<file path="config.mk">
export PLATFORM = sky130hd
export DESIGN_NAME = switch_debounce_sync
export DESIGN_NICKNAME = d
export VERILOG_FILES = /design/src/rtl/switch_debounce_sync.sv
export SDC_FILE = /design/constraint.sdc
export NUM_CORES = 1
export LEC_CHECK = 0
export ABC_AREA = 1
export CORE_MARGIN = 2
export CORE_UTILIZATION = 55
export DETAILED_ROUTE_END_ITERATION = 16
export PLACE_DENSITY_LB_ADDON = 0.2
export SLEW_MARGIN = 40
export SYNTH_ARGS = -nofsm -noshare
export SYNTH_HDL_FRONTEND = slang
export SYNTH_SLANG_ARGS = --single-unit
</file>
<file path="constraint.sdc">
create_clock -name clki -period 2.2 [get_ports clki]
set_clock_uncertainty 0.05 [all_clocks]
set_input_delay 0.44 -clock clki [delete_from_list [all_inputs] [get_ports clki]]
set_output_delay 0.44 -clock clki [all_outputs]
set_load 0.01 [all_outputs]
</file>
<file path="src/rtl/switch_debounce_sync.sv">
// Two-channel switch conditioner: 2-flop synchronizer, counter debounce, rise/change strobes.
// Define SWDB_TOGGLE_EN to turn S0/S1 into press-to-toggle outputs instead of level followers.
module switch_debounce_sync #(
  parameter int DEB_CYCLES = 16,
  parameter int CNT_W      = 20
) (
  input  logic clki,
  input  logic rs,
  input  logic sw0_raw,
  input  logic sw1_raw,
  output logic S0,
  output logic S1,
  output logic s0_rise,
  output logic s1_rise,
  output logic chg
);

  localparam logic [CNT_W-1:0] CNT_MAX = CNT_W'(DEB_CYCLES - 1);

  logic [1:0]       ff1_r;
  logic [1:0]       ff2_r;
  logic [1:0]       stable_r;
  logic [1:0]       out_r;
  logic [1:0]       rise_r;
  logic             chg_r;
  logic [CNT_W-1:0] cnt_r     [2];

  logic [CNT_W-1:0] cnt_nxt_s [2];
  logic [1:0]       accept_s;
  logic [1:0]       stable_nxt_s;
  logic [1:0]       press_s;
  logic [1:0]       out_nxt_s;
  logic             chg_nxt_s;

  // Per-channel debounce counter and the next debounced/output state.
  always_comb begin
    accept_s = 2'b00;
    for (int ch = 0; ch < 2; ch++) begin
      cnt_nxt_s[ch] = {CNT_W{1'b0}};
      if (ff2_r[ch] == stable_r[ch]) begin
        cnt_nxt_s[ch] = {CNT_W{1'b0}};
      end else if (cnt_r[ch] == CNT_MAX) begin
        cnt_nxt_s[ch] = {CNT_W{1'b0}};
        accept_s[ch]  = 1'b1;
      end else begin
        cnt_nxt_s[ch] = cnt_r[ch] + {{(CNT_W-1){1'b0}}, 1'b1};
      end
    end
    stable_nxt_s = stable_r ^ accept_s;
    press_s      = accept_s & ff2_r;
`ifdef SWDB_TOGGLE_EN
    // Only presses matter; releases update the tracked level but not the output.
    out_nxt_s = out_r ^ press_s;
    chg_nxt_s = |press_s;
`else
    out_nxt_s = stable_nxt_s;
    chg_nxt_s = |accept_s;
`endif
  end

  // Synchronizers, counters and registered outputs, all cleared by rs.
  always_ff @(posedge clki) begin
    if (rs) begin
      ff1_r    <= 2'b00;
      ff2_r    <= 2'b00;
      stable_r <= 2'b00;
      out_r    <= 2'b00;
      rise_r   <= 2'b00;
      chg_r    <= 1'b0;
      cnt_r[0] <= {CNT_W{1'b0}};
      cnt_r[1] <= {CNT_W{1'b0}};
    end else begin
      ff1_r    <= {sw1_raw, sw0_raw};
      ff2_r    <= ff1_r;
      stable_r <= stable_nxt_s;
      out_r    <= out_nxt_s;
      rise_r   <= press_s;
      chg_r    <= chg_nxt_s;
      cnt_r[0] <= cnt_nxt_s[0];
      cnt_r[1] <= cnt_nxt_s[1];
    end
  end

  assign S0      = out_r[0];
  assign S1      = out_r[1];
  assign s0_rise = rise_r[0];
  assign s1_rise = rise_r[1];
  assign chg     = chg_r;

endmodule

</file>
**Word level (Yosys, flattened, before mapping)**

Memories as Yosys holds them, arrays and structs flattened.
Cells that the tools add are included.

- Bits in registers: 9
- RAM bits: 40
- Input port bits: 4
- Output and inout port bits: 5
- Word-level logic and storage cells: 30
- Memories kept: 1

- $add $sub $neg: 2
- Equality and inequality tests: 4
- Mux-type cells: 13
- Bitwise logic cells: 4
- Reduce and logical (&&, ||, !) cells: 1

Memories:

| memory | depth | bits a word | read ports | clocked after memory_dff | wr ports | line | source |
|---|---|---|---|---|---|---|---|
| cnt_r | 2 | 20 | 2 | 0 | 2 | 26 | `logic [CNT_W-1:0] cnt_r [2];` |

Operators by type and width:

| cell | number |
|---|---|
| two-way mux 20 bit | 6 |
| adder 20 x 1 -> 20 bit, second input constant | 2 |
| equality test 20 x 4 -> 1 bit, second input constant | 2 |
| two-way mux 1 bit | 7 |
| bitwise AND 2 bit | 1 |
| equality test 1 bit | 2 |
| bitwise OR 1 bit | 2 |
| OR reduction 2 bit | 1 |
| bitwise XOR 2 bit | 1 |

**Depth between registers and ports, before layout**

- Depth after elaboration: 4
- Gate-level depth with buffers: 8
- Mapped depth without buffers: 8

**Worst setup path before layout**

Ideal clock, no wire load.

- Path kind: reg-to-reg
- From: memory cnt_r[0][0]
- To: memory cnt_r[0][11]
- Setup time: 0.115 ns
- Arrival time: 1.186 ns
- Data required time: 2.035 ns
- Slack: 0.850 ns
- Cell stages (with the launch flop): 8
- Buffers on the path: 1
- Clock period less this slack: 1.350 ns
- Cells stage by stage: dfxtp_1 ha_1 nand2_1 nor2_4 nand3_2 nand2_4 buf_6 nor2_1

RTL lines:

| item | line |
|---|---|
| start: declaration | 26 |

==> metrics.csv <==
stage,metric,value,unit
min_path,hold_end,ff2_r[1],
pwr,p_leak,0.853,nW
clocking,htreeDepth,2,
floorplan,std_cell_rows,23,
yosys,synth_flop_cell,dfxtp_1,
place,preCtsSetupSlack,0.369,ns
critical_path,start_kind,flip-flop,
timing,post-route-min-period,1.72,ns
timing,slew_violations,0,
place,gp_congestion,0.836,
pwr,seqPwrFrac,61.1,%
critical_path,required,1.71,ns
critical_path,reg2reg_to,cnt_r[0][34],
critical_path,rr_startpoint,cnt_r[0][20],
yosys,ys_types,28,
clocking,clk_latency,0.30,ns
critical_path,slowest_stage,clkdlybuf4s50_1,
pwr,vdd_ir_drop_max,0.394,mV
yosys,syn-num-nets,347,
final_layout,final_cell_mix,"nor2_1, nand2_1, dfxtp_1, inv_1, nand3_1",
floorplan,fp.dieH,69.7,um
critical_path,worstPathArrival,1.23,ns
clocking,cts.repair.resized,0,
critical_path,r2r_setup_slack,0.63,ns
timing,min_period_over_period,78.3,%
floorplan,start_util,58.1,%
timing,tns,0,ns
clocking,cts_sinks,49,
final_layout,final_net_count,360,
yosys,synth_area,0.00238,mm^2
yosys,ys_warn_count,0,
outcome,status,"finished, final reports clean",
place,hpwlAfterDp,3100,um
floorplan,fp.dieW,69.7,um
clocking,cts.reportedPaths.clkPinSlew,0.09,ns
floorplan,core,0.00409,mm^2
timing,worst_pin_slew,0.272,ns
flow_run,max_cap_violations,0,
yosys,synth_cells,341,
place,placedCellCount,397,
timing,max_freq,0.580,GHz
clocking,hold_buffers,0,
drt,first_iter_violations,102,
drt,dr_total_vias,2022,
timing,rsz0062_at_grt,no,
final_layout,drive_above_1_share,9.58,%
critical_path,critical_path.top_delay_family,buffers and inverters,
pwr,total_power,1.46,mW
drt,drtPass1Iterations,4,
drt,via_per_inst,4.99,
floorplan,pin_count,9,
pwr,combPwrFrac,1.5,%
critical_path,critPathKind,reg2out,
timing,slew_headroom,81.8,%
yosys,synth_edf_count,0,
drt,routedWlPerCell,10.3,um
yosys,synth.avg_cell_area,6.97,um^2
yosys,ys_seq_area_share,41.3,%
clocking,cts_buffers,5,
timing,timing.hold.ws,0.362,ns
min_path,min_from,ff1_r[1],
drt,drc,0,
global_route,grt_max_degree,21,
pwr,power_switching,0.331,mW
final_layout,final_common_cell,nor2_1,
clocking,cts_root_buffer,clkbuf_8,
final_layout,antenna_cells,0,
final_layout,syn2layout_area_growth,9.22,%
global_route,antenna_found_initial,0,
pwr,power.density,564,mW/mm^2
drt,ant_nets,0,
timing,setup_violations,0,
place,portBuffers,8,
pwr,clkPwrFrac,37.4,%
min_path,hold-path-cell-count,2,
min_path,hp-class,reg2reg,
yosys,async_reset_ff_share,0,%
clocking,cts_tree,yes,
timing,setup_slack,0.477,ns
pwr,sw_frac_of_total,22.7,%
pwr,p_int,1.13,mW
critical_path,reg2regPathDepth,7,
global_route,overflow,0,
critical_path,worst-path-max-fanout,4,
floorplan,design.die.area,0.00486,mm^2
global_route,grt_pass1_wl,7490,um
global_route,grt.total_usage,18.7,%
clocking,cts_buffer_depth,2,
critical_path,endpoint_kind,output pin,
critical_path,crit_buf_inv,1,
final_layout,stdcell_count,405,
critical_path,crit_chain,clkdlybuf4s50_1,
global_route,grt_pass1_vias,1847,
clocking,post_cts_buffers,0,
drt,wirelength,4170,um
timing,hold_viol_final,0,
yosys,synth-seq-cells,49,
critical_path,slowest_delay,0.55,ns
-- registers in the layout, summed over array words and instances (netlist names), named ones only --
signal,count
chg,1
cnt_r,40
ff1_r,2
ff2_r,2
rise_r,2
-- layer usage --
metal  vias to the layer above  global-route usage [%]  part of all wire (%)
met3                         8                    4.36                   3.2
li1                       1086                       -                     -
met5                         -                       0                     0
met2                        30                    32.7                    48
met1                       898                    22.4                    47
met4                         0                    6.84                   1.9
-- Yosys cell counts, types with 2 or more instances --
cell       n  share of area [%]
nand2_1   78                 12
o21bai_1   4                1.3
xor2_1     8                2.9
buf_4      2               0.63
inv_1     31                4.9
o21ai_0    5                1.1
a21oi_1   15                3.2
nand4_1    5                1.3
nor2_4     4                1.9
nand3_2    3                1.3
nand2_2    3               0.79
nor2_2     6                1.6
inv_2      4               0.63
xnor2_1    7                2.6
or2_0      2               0.53
ha_1       2                1.1
nand3_1   21                4.4
dfxtp_1   49                 41
nor2_1    83                 13
-- through the flow --
| step | area (um^2) | utilization (%) |
|---|---|---|
| floorplan | 2380 | - |
| global placement | 2500 | 61.2 |
| detailed placement | 2500 | 61.2 |
| CTS | 2590 | 63.5 |
| global route | 2590 | 63.5 |
| finish | 2590 | 63.5 |
-- logic make-up (layout without fill, tap and decap cells) --
kind of cell	Yosys count	after routing	share of synthesized area [%]
fa+ha+maj	2	2	1.05
flops	49	49	41.3
simple gates	212	212	39.7
compound gates	25	25	5.85
buf+inv	38	52	6.63
xor+xnor	15	15	5.53
-- tightest hold or removal path, stage by stage (launching register included) --
cell and delay [ns]:
dfxtp_1 0.31, inv_1 0.04, nor2_1 0.03
-- cell type report --
| cell class | instances | area (um^2) |
|---|---|---|
| Tap cell | 50 | 62.6 |
| Timing Repair Buffer | 9 | 87.6 |
| Fill cell | 365 | 1490 |
| Inverter | 35 | 131 |
| Clock buffer | 5 | 68.8 |
| Multi-Input combinational cell | 254 | 1240 |
| Clock inverter | 3 | 26.3 |
| Sequential cell | 49 | 981 |
-- power by group through the flow --
stage | Combinational [mW] | Clock (mW) | Sequential, mW
final | 0.0220 | 0.548 | 0.893
after global routing | 0.0256 | 0.604 | 0.894
after CTS | 0.0225 | 0.576 | 0.893
after detailed placement | 0.0223 | 0 | 0.914
after global placement | 0.0224 | 0 | 0.914
after floorplan | 0.0144 | 0 | 0.913
-- how the worst max path moves through the flow --
stage / from / to / cells past startpoint
floorplan: cnt_r[0][0] / cnt_r[0][11] / 7
global placement: rs / cnt_r[0][15] / 6
detailed placement: rs / cnt_r[0][34] / 5
CTS: flip-flop / S1 / 1
global route: flip-flop / S1 / 1
finish: flip-flop / S1 / 1
No activity file was read; power rests on OpenSTA's default activity.
